<file path="config.mk">
export PLATFORM = sky130hd
export DESIGN_NAME = wbuf_tile_scheduler
export DESIGN_NICKNAME = d
export VERILOG_FILES = /design/src/rtl/wbuf_tile_scheduler.sv
export SDC_FILE = /design/constraint.sdc
export NUM_CORES = 1
export LEC_CHECK = 0
export BUFFER_PORTS_ARGS = -buffer_cell sky130_fd_sc_hd__buf_2
export CORE_UTILIZATION = 45
export CTS_CLUSTER_SIZE = 12
export DETAILED_ROUTE_END_ITERATION = 10
export PLACE_DENSITY = 0.62
export REMOVE_ABC_BUFFERS = 1
export SYNTH_ARGS = -nofsm -noshare
export SYNTH_HDL_FRONTEND = slang
export SYNTH_SLANG_ARGS = --single-unit
</file>
<file path="constraint.sdc">
create_clock -name clk -period 9.6 [get_ports clk]
set_clock_uncertainty 0.15 [all_clocks]
set_input_delay 0.48 -clock clk [delete_from_list [all_inputs] [get_ports clk]]
set_output_delay 0.48 -clock clk [all_outputs]
set_load 0.005 [all_outputs]
</file>
<file path="src/rtl/wbuf_tile_scheduler.sv">
`default_nettype none
// ============================================================================
// Module   : wbuf_tile_scheduler
// Brief    : Walks a run of WBUF weight blocks two per cycle, tags returns.
// Revision : 1.0
// ============================================================================
module wbuf_tile_scheduler #(
    parameter int N_BANK = 6,
    parameter int DEPTH  = 11,
    parameter int ADDR_W = 4,
    parameter int BANK_W = 3,
    parameter int CNT_W  = 7,
    parameter int RD_LAT = 2
) (
    input  logic              clk,
    input  logic              rst,
    input  logic              s_axis_TVALID,
    output logic              s_axis_TREADY,
    input  logic [BANK_W-1:0] cfg_bank,
    input  logic [ADDR_W-1:0] cfg_addr,
    input  logic [CNT_W-1:0]  cfg_num,
    output logic              wb_a_en,
    output logic              wb_b_en,
    output logic [BANK_W-1:0] wb_a_bank,
    output logic [BANK_W-1:0] wb_b_bank,
    output logic [ADDR_W-1:0] wb_a_addr,
    output logic [ADDR_W-1:0] wb_b_addr,
    output logic              xt_en,
    output logic [ADDR_W-1:0] xt_addr,
    input  logic              mac_ready,
    output logic              mac_valid,
    output logic [1:0]        mac_pair,
    output logic              mac_last,
    output logic              m_axis_TVALID,
    input  logic              m_axis_TREADY,
    output logic              busy
);

    localparam logic [1:0] S_IDLE  = 2'd0;
    localparam logic [1:0] S_ISSUE = 2'd1;
    localparam logic [1:0] S_DRAIN = 2'd2;
    localparam logic [1:0] S_DONE  = 2'd3;

    localparam logic [BANK_W:0]   c_NBANK    = N_BANK[BANK_W:0];
    localparam logic [ADDR_W:0]   c_DEPTH    = DEPTH[ADDR_W:0];
    localparam logic [BANK_W:0]   c_BANK_INC = (BANK_W+1)'(1);
    localparam logic [ADDR_W:0]   c_ADDR_INC = (ADDR_W+1)'(1);
    localparam logic [ADDR_W-1:0] c_XT_INC   = ADDR_W'(1);
    localparam logic [CNT_W-1:0]  c_CNT_ONE  = CNT_W'(1);
    localparam logic [CNT_W-1:0]  c_CNT_TWO  = CNT_W'(2);

    // Next block id without a divider: carry the bank into the line, wrap at the end of the buffer.
    function automatic logic [BANK_W+ADDR_W-1:0] ptr_inc(
        input logic [BANK_W-1:0] bank,
        input logic [ADDR_W-1:0] addr
    );
        logic [BANK_W:0] nb;
        logic [ADDR_W:0] na;
        nb = {1'b0, bank} + c_BANK_INC;
        na = {1'b0, addr};
        if (nb == c_NBANK) begin
            nb = '0;
            na = na + c_ADDR_INC;
        end
        if (na == c_DEPTH) begin
            nb = '0;
            na = '0;
        end
        return {nb[BANK_W-1:0], na[ADDR_W-1:0]};
    endfunction

    logic [1:0]        state_q, state_d;
    logic [BANK_W-1:0] bank_q, bank_d;
    logic [ADDR_W-1:0] addr_q, addr_d;
    logic [CNT_W-1:0]  rem_q, rem_d;
    logic [ADDR_W-1:0] xt_q, xt_d;
    logic [BANK_W-1:0] a_bank_q, b_bank_q;
    logic [ADDR_W-1:0] a_addr_q, b_addr_q, xt_hold_q;
    logic [2:0]        pipe_q [RD_LAT];

    logic              w_accept;
    logic              w_issue;
    logic              w_two;
    logic              w_last;
    logic              w_start_ok;
    logic              w_pipe_pend;
    logic [BANK_W-1:0] w_b_bank, w_n2_bank;
    logic [ADDR_W-1:0] w_b_addr, w_n2_addr;

    always_comb begin
        w_accept   = (state_q == S_IDLE) && s_axis_TVALID;
        w_issue    = (state_q == S_ISSUE) && mac_ready;
        w_two      = (rem_q >= c_CNT_TWO);
        w_last     = w_issue && !(rem_q > c_CNT_TWO);
        w_start_ok = ({1'b0, cfg_bank} < c_NBANK) && ({1'b0, cfg_addr} < c_DEPTH);
        {w_b_bank, w_b_addr}   = ptr_inc(bank_q, addr_q);
        {w_n2_bank, w_n2_addr} = ptr_inc(w_b_bank, w_b_addr);
    end

    // Only the stages ahead of the output matter: the output stage drains on the DONE transition edge.
    always_comb begin
        w_pipe_pend = 1'b0;
        for (int i = 0; i < RD_LAT - 1; i++) begin
            w_pipe_pend = w_pipe_pend | pipe_q[i][2];
        end
    end

    always_comb begin
        bank_d = bank_q;
        addr_d = addr_q;
        rem_d  = rem_q;
        xt_d   = xt_q;
        if (w_accept) begin
            bank_d = w_start_ok ? cfg_bank : '0;
            addr_d = w_start_ok ? cfg_addr : '0;
            rem_d  = cfg_num;
            xt_d   = '0;
        end else if (w_issue) begin
            bank_d = w_two ? w_n2_bank : w_b_bank;
            addr_d = w_two ? w_n2_addr : w_b_addr;
            rem_d  = rem_q - (w_two ? c_CNT_TWO : c_CNT_ONE);
            xt_d   = xt_q + c_XT_INC;
        end
    end

    always_ff @(posedge clk or posedge rst) begin
        if (rst) begin
            bank_q    <= '0;
            addr_q    <= '0;
            rem_q     <= '0;
            xt_q      <= '0;
            a_bank_q  <= '0;
            a_addr_q  <= '0;
            b_bank_q  <= '0;
            b_addr_q  <= '0;
            xt_hold_q <= '0;
        end else begin
            bank_q <= bank_d;
            addr_q <= addr_d;
            rem_q  <= rem_d;
            xt_q   <= xt_d;
            if (w_issue) begin
                a_bank_q  <= bank_q;
                a_addr_q  <= addr_q;
                xt_hold_q <= xt_q;
                if (w_two) begin
                    b_bank_q <= w_b_bank;
                    b_addr_q <= w_b_addr;
                end
            end
        end
    end

    always_ff @(posedge clk or posedge rst) begin
        if (rst) begin
            for (int i = 0; i < RD_LAT; i++) begin
                pipe_q[i] <= '0;
            end
        end else begin
            pipe_q[0] <= {w_issue, w_issue && w_two, w_last};
            for (int i = 1; i < RD_LAT; i++) begin
                pipe_q[i] <= pipe_q[i-1];
            end
        end
    end

    always_ff @(posedge clk or posedge rst) begin
        if (rst) begin
            state_q <= S_IDLE;
        end else begin
            state_q <= state_d;
        end
    end

    always_comb begin
        state_d = state_q;
        case (state_q)
            S_IDLE: begin
                if (s_axis_TVALID) begin
                    state_d = (cfg_num == '0) ? S_DONE : S_ISSUE;
                end
            end
            S_ISSUE: begin
                if (w_last) begin
                    state_d = S_DRAIN;
                end
            end
            S_DRAIN: begin
                if (!w_pipe_pend) begin
                    state_d = S_DONE;
                end
            end
            S_DONE: begin
                if (m_axis_TREADY) begin
                    state_d = S_IDLE;
                end
            end
            default: state_d = S_IDLE;
        endcase
    end

    always_comb begin
        s_axis_TREADY = (state_q == S_IDLE);
        m_axis_TVALID = (state_q == S_DONE);
        busy          = (state_q != S_IDLE);
        wb_a_en       = w_issue;
        wb_b_en       = w_issue && w_two;
        xt_en         = w_issue;
        wb_a_bank     = w_issue ? bank_q : a_bank_q;
        wb_a_addr     = w_issue ? addr_q : a_addr_q;
        wb_b_bank     = (w_issue && w_two) ? w_b_bank : b_bank_q;
        wb_b_addr     = (w_issue && w_two) ? w_b_addr : b_addr_q;
        xt_addr       = w_issue ? xt_q : xt_hold_q;
        mac_valid     = pipe_q[RD_LAT-1][2];
        mac_pair      = {pipe_q[RD_LAT-1][1], pipe_q[RD_LAT-1][2]};
        mac_last      = pipe_q[RD_LAT-1][0];
    end

endmodule
`default_nettype wire

</file>
; ---- Word level (Yosys, flattened, before mapping)
; Index checks and enable logic that the tools add are counted.
[totals]
out_inout_bits = 28
register_bits = 44
ram_bits = 0
inputBits = 19
elab_cells = 77
latchBits = 0
mem_bits_ro = 0
memories = 0
[classes]
n_reduce_logical = 12
multipliers = 0
n_mux = 32
n_div = 0
bitwise = 0
n_lt_le_gt_ge = 4
n_shift = 0
n_eq_ne = 11
n_addsub = 6
[op_table]
columns = cell, n
row1 = 2-to-1 mux 4 bit, 11
row2 = 2-to-1 mux 3 bit, 10
row3 = 2-to-1 mux 7 bit, 2
row4 = 2-to-1 mux 2 bit, 6
row5 = adder 4 x 1 -> 5 bit (second input constant), 2
row6 = equality test 5 x 4 -> 1 bit (second input constant), 2
row7 = 2-to-1 mux 5 bit, 2
row8 = adder 3 x 1 -> 4 bit (second input constant), 2
row9 = equality test 4 x 3 -> 1 bit (second input constant), 2
row10 = one-hot mux 2 bit (4 select lines), 1
row11 = >= comparator 7 x 2 -> 1 bit (second input constant), 1
row12 = > comparator 7 x 2 -> 1 bit (second input constant), 1
row13 = logical NOT 7 bit, 1
row14 = subtractor 7 x 2 -> 7 bit, 1
row15 = inequality test 2 bit (second input constant), 3
row16 = logical AND 1 bit, 5
row17 = adder 4 x 1 -> 4 bit (second input constant), 1
row18 = equality test 2 bit (second input constant), 2
row19 = < comparator 4 bit (second input constant), 1
row20 = AND reduction 4 bit, 1
row21 = nonzero test 2 bit, 2
row22 = < comparator 3 bit (second input constant), 1
row23 = equality test 2 x 1 -> 1 bit (second input constant), 1
row24 = logical NOT 2 bit, 1
row25 = 3 further kinds, 3

; ---- Logic depth before layout (Yosys ltp)
[depth]
depth_word = 13
mapped_depth = 13
ltp_nobuf = 13

; ---- Worst setup path before layout
; Ideal clock, no wire load.
[synth_timing]
path_type = register to register
startpoint = register bank_q[0]
endpoint = register addr_q[2]
synth_period_minus_slack_ps = 3151
arrival_time_ps = 2907
stages_incl_launch_ff = 14
slack_ps = 6449
n_path_buf = 0
setup_ps = 94
cell_sequence = dfrtp_1 > ha_1 > nand2b_1 > o21ai_4 > nand2_1 > o31ai_1 > or2_2 > inv_1 > ha_1 > a211o_1 > o211a_2 > or3_1 > xnor2_1 > a211oi_1
[synth_between]
elab_chain_cells = 13
elab_cells_between_ends = 16
[synth_rtl]
columns = element, line
row1 = from (decl), 73  ; logic [BANK_W-1:0] bank_q, bank_d;
row2 = from (signal assigned), 138  ; bank_q <= bank_d;
row3 = adder 3 x 1 -> 4 bit *, 59  ; nb = {1'b0, bank} + c_BANK_INC;
row4 = equality test 4 x 3 -> 1 bit, 61  ; if (nb == c_NBANK) begin
row5 = 2-to-1 mux 5 bit, 61
row6 = equality test 5 x 4 -> 1 bit, 65  ; if (na == c_DEPTH) begin
row7 = 2-to-1 mux 3 bit *, 65
row8 = via w_b_bank[1], 87  ; logic [BANK_W-1:0] w_b_bank, w_n2_bank;
row9 = adder 3 x 1 -> 4 bit *, 59
row10 = equality test 4 x 3 -> 1 bit *, 61
row11 = 2-to-1 mux 5 bit *, 61
row12 = equality test 5 x 4 -> 1 bit, 65
row13 = 2-to-1 mux 4 bit *, 65
row14 = 2-to-1 mux 4 bit *, 120  ; addr_d = w_two ? w_n2_addr : w_b_addr;
row15 = 2-to-1 mux 4 bit *, 118  ; end else if (w_issue) begin
row16 = 2-to-1 mux 4 bit *, 113  ; if (w_accept) begin
row17 = to (signal assigned), 139  ; addr_q <= addr_d;
row18 = to (decl), 74  ; logic [ADDR_W-1:0] addr_q, addr_d;
; The timed path passes the listed nets; every way through them passes the cells marked *. The select of a mux whose other input is x is not followed.
; A chain may end at the register's enable or synchronous reset.

; ---- Worst setup path after layout
[layout_timing]
startpoint = register state_q[1]
endpoint = output port wb_b_bank[0]
[layout_between]
elab_chain_cells = 4
[layout_rtl]
columns = element, line
row1 = from (decl), 72  ; logic [1:0] state_q, state_d;
row2 = from (signal assigned), 171  ; state_q <= state_d;
row3 = equality test 2 x 1 -> 1 bit, 92  ; w_issue = (state_q == S_ISSUE) && mac_ready;
row4 = logical AND 1 bit, 92
row5 = logical AND 1 bit, 211  ; wb_b_bank = (w_issue && w_two) ? w_b_bank : b_bank_q;
row6 = 2-to-1 mux 3 bit, 211
row7 = to (decl), 25  ; output logic [BANK_W-1:0] wb_b_bank,
; Every way passes these cells.

==> metrics.csv <==
stage,metric,value,unit
status,outcome,"finished, final reports clean",
logic_synthesis,syn-cell-area,2690,sq um
setup_path,crit_family,buffers and inverters,
setup_path,critical_path_peak_fanout,30,
cells_and_area,final_common_cell,nand2_1,
logic_synthesis,synth_enable_flop_cells,0,
clocking,htreeDepth,2,
cells_and_area,drive_gt1_share,21.0,%
logic_synthesis,netlist_instances,310,
placement,hpwl,4720,microns
sta,finalCritPeriodShare,38.7,%
logic_synthesis,synth-seq-cells,44,
floorplanning,design.core.area,5640,sq um
sta,rsz0062_at_grt,no,
detailed_routing,top_layer,met4,
worst_hold_path,min_path_type,input pin to asynchronous set/reset pin,
clocking,hold_buffers,0,
clocking,post_cts_buffers,0,
sta,hold_viol,0,
detailed_routing,wl_per_cell,15.3,microns
logic_synthesis,synth.distinct_cells,55,
pwr,cellLeakagePower,1.48,nW
detailed_routing,ant_nets,0,
sta,setup_tns,0,ns
sta,fin_crit,3.72,ns
cells_and_area,syn2layout_area_growth,14.5,%
setup_path,cpPeakStageDelay,0.58,ns
floorplanning,fp.dieW,79.3,microns
setup_path,regToRegStartpoint,bank_q[0]$_DFFE_PP0P_,
detailed_routing,drt_iter0_drc,125,
pwr,worst_ir_drop_vdd,0.163,mV
global_routing,overflow,0,
global_routing,antenna_found_initial,0,
setup_path,worstRegToRegCells,13,
logic_synthesis,synth_seq_area_share,40.9,%
detailed_routing,routed-wl-met3,317,microns
cells_and_area,fin_area,3080,sq um
logic_synthesis,synthArstFlopShare,100,%
floorplanning,die_area,6290,sq um
floorplanning,die_y,79.3,microns
detailed_routing,met1_length,2830,microns
setup_path,slowest_stage,inv_1,
global_routing,grt_pass1_vias,2254,
cells_and_area,num-nets-final,384,
clocking,cts_tree,yes,
logic_synthesis,avgSynthCellArea,8.68,sq um
sta,max-slew-margin-rel,48.1,%
setup_path,r2r_slack,6.13,ns
setup_path,crit_buf_inv,5,
detailed_routing,routed_wl,6490,microns
logic_synthesis,yosysWarningCount,0,
sta,fmax,0.269,GHz
sta,setup_viol,0,
global_routing,grt_max_degree,45,
cells_and_area,final_cell_mix,"nand2_1, buf_2, dfrtp_1, nor2_1, o21ai_0",
global_routing,grt_use_total,22.6,%
setup_path,cp-start-kind,flip-flop,
setup_path,crit_path_start,state_q[1]$_DFFE_PP0P_,
detailed_routing,viasPerCell,5.73,
cells_and_area,fillCellCount,541,
sta,finalMaxSlewViolations,0,
setup_path,cp.arrival,3.09,ns
detailed_routing,route.met2.wl,3160,microns
clocking,cts_buffers,5,
clocking,ctsResizeCount,0,
detailed_routing,num_vias,2428,
logic_synthesis,synth_flop_cell,dfrtp_1,
setup_path,path_cells,inv_1 > ha_1 > nand2_1 > buf_4 > inv_1 > nand2b_1 > inv_1 > mux2_2 > buf_2,
setup_path,path_depth,9,
setup_path,crit_end,wb_b_bank[0],
clocking,cts-root-buf,clkbuf_8,
floorplanning,ios,47,
detailed_routing,drtPass1Iterations,5,
clocking,clock_latency,0.30,ns
setup_path,critical_path_class,flip-flop to output pin,
setup_path,r2r_end,addr_q[2]$_DFFE_PP0P_,
job,drv_cap,0,
floorplanning,rows,27,
placement,dpl_cell_area,2970,sq um
detailed_routing,drc_errors,0,
sta,tightestPinTransition,0.760,ns
global_routing,grt_pass1_wl,11000,microns
floorplanning,start_util,47.7,%
clocking,worst_setup_hold_path_clk_slew,0.09,ns
placement,gp_congestion,0.880,
placement,port-buffer-count,46,
setup_path,critPathMostFrequentCell,inv_1,
cells_and_area,n_antenna_cell,0,
clocking,clock-sinks,44,
setup_path,required,8.97,ns
setup_path,cp-end-kind,output pin,
clocking,clockBufferDepth,2,
pwr,cellPowerDensity,336,nW/um^2
[how the worst min path moves through the flow]
stage                              from                endpoint  slack [ns]  depth (start not counted)
finish                              rst  xt_hold_q[3]$_DFF_PP0_        0.15                          3
detailed placement  pipe_q[3]$_DFF_PP0_      mac_last$_DFF_PP0_        0.19                          0
global route                        rst  xt_hold_q[3]$_DFF_PP0_        0.20                          3
CTS                                 rst  xt_hold_q[3]$_DFF_PP0_        0.16                          3
floorplan           pipe_q[3]$_DFF_PP0_      mac_last$_DFF_PP0_        0.18                          0
global placement    pipe_q[4]$_DFF_PP0_   mac_pair[1]$_DFF_PP0_        0.18                          0
[layout make-up]
cell class                 instances  area [sq um]  area share, %
sequential                        44          1100           35.7
timing repair buffer              51           268           8.69
clock inverter                     3          46.3           1.50
multi-input combinational        230          1440           46.6
tap                               72          90.1           2.92
clock buffer                       5          68.8           2.23
inverter                          19          71.3           2.32
[registers in the layout, summed over array words and instances (netlist names)]
signal	count
bank_q	3
mac_last	1
b_addr_q	4
state_q	2
xt_q	4
a_bank_q	3
rem_q	7
a_addr_q	4
pipe_q	3
addr_q	4
b_bank_q	3
xt_hold_q	4
mac_pair	2
[metal layers]
metal / vias up / global-route usage [%]
met5: - / 0
met3: 15 / 3.45
met1: 1151 / 29.3
met4: 0 / 10.2
met2: 82 / 37.0
li1: 1180 / -
[cell families (layout without fill, tap and decap cells)]
kind of cell / after synthesis / after routing / share of synthesized area, %
compound gates: 84 / 84 / 22.5
mux: 4 / 4 / 1.63
flops: 44 / 44 / 40.9
fa+ha+maj: 14 / 14 / 6.79
xor+xnor: 9 / 9 / 2.93
buf+inv: 36 / 78 / 5.72
simple gates: 119 / 119 / 19.5
[worst register-to-register path, delay by kind of cell, from the launching register on]
family                   cells  cell delay, ns
AO/OA/AOI/OAI                5            1.13
XOR/XNOR                     1            0.15
adder cells (fa/ha/maj)      2            0.47
buffers and inverters        1            0.06
flip-flops                   1            0.47
AND/OR/NAND/NOR              4            0.95
[power breakdown]
part / internal (W) / total, W / switching (W)
clock: 0.0000784 / 0.000145 / 0.0000668
combinational: 0.000235 / 0.000571 / 0.000336
sequential: 0.000259 / 0.000320 / 0.0000608
[cell usage after synthesis (all sizes together), types with 2 or more instances]
cell	n	area, sq um
a21oi	17	85.1
nor3	7	35.0
a31oi	4	25.0
and4	2	17.5
or2	3	18.8
nand2	62	233
xnor2	5	43.8
nor2	25	93.8
a2111oi	2	17.5
nand2b	3	18.8
o31ai	2	15.0
a21o	2	15.0
buf	5	37.5
nand3	6	30.0
dfrtp	44	1100
clkbuf	12	45.0
o31a	2	17.5
a211oi	3	22.5
a32oi	2	17.5
nor4	2	12.5
o21ai	22	125
mux2	3	33.8
o211ai	5	42.5
and3	2	17.5
or3	2	12.5
xor2	4	35.0
nor3b	2	15.0
a211o	3	26.3
a22oi	3	27.5
ha	13	163
a221oi	5	43.8
inv	19	71.3
o32a	3	30.0
[through the flow]
| step | hold WS [ns] | std cells | setup slack [ns] | total power (W) | util, % |
|---|---|---|---|---|---|
| 3_3_place_gp | 0.183 | 416 | 6.23 | 0.000883 | 52.6 |
| 5_1_grt | 0.200 | 424 | 5.59 | 0.00113 | 54.6 |
| 3_5_place_dp | 0.190 | 416 | 6.18 | 0.000892 | 52.6 |
| 2_1_floorplan | 0.181 | 293 | 6.45 | 0.000717 | - |
| 6_report | 0.152 | 424 | 5.88 | 0.00104 | 54.6 |
| 4_1_cts | 0.160 | 424 | 5.85 | 0.00104 | 54.6 |
No activity file was read; power rests on OpenSTA's default activity.
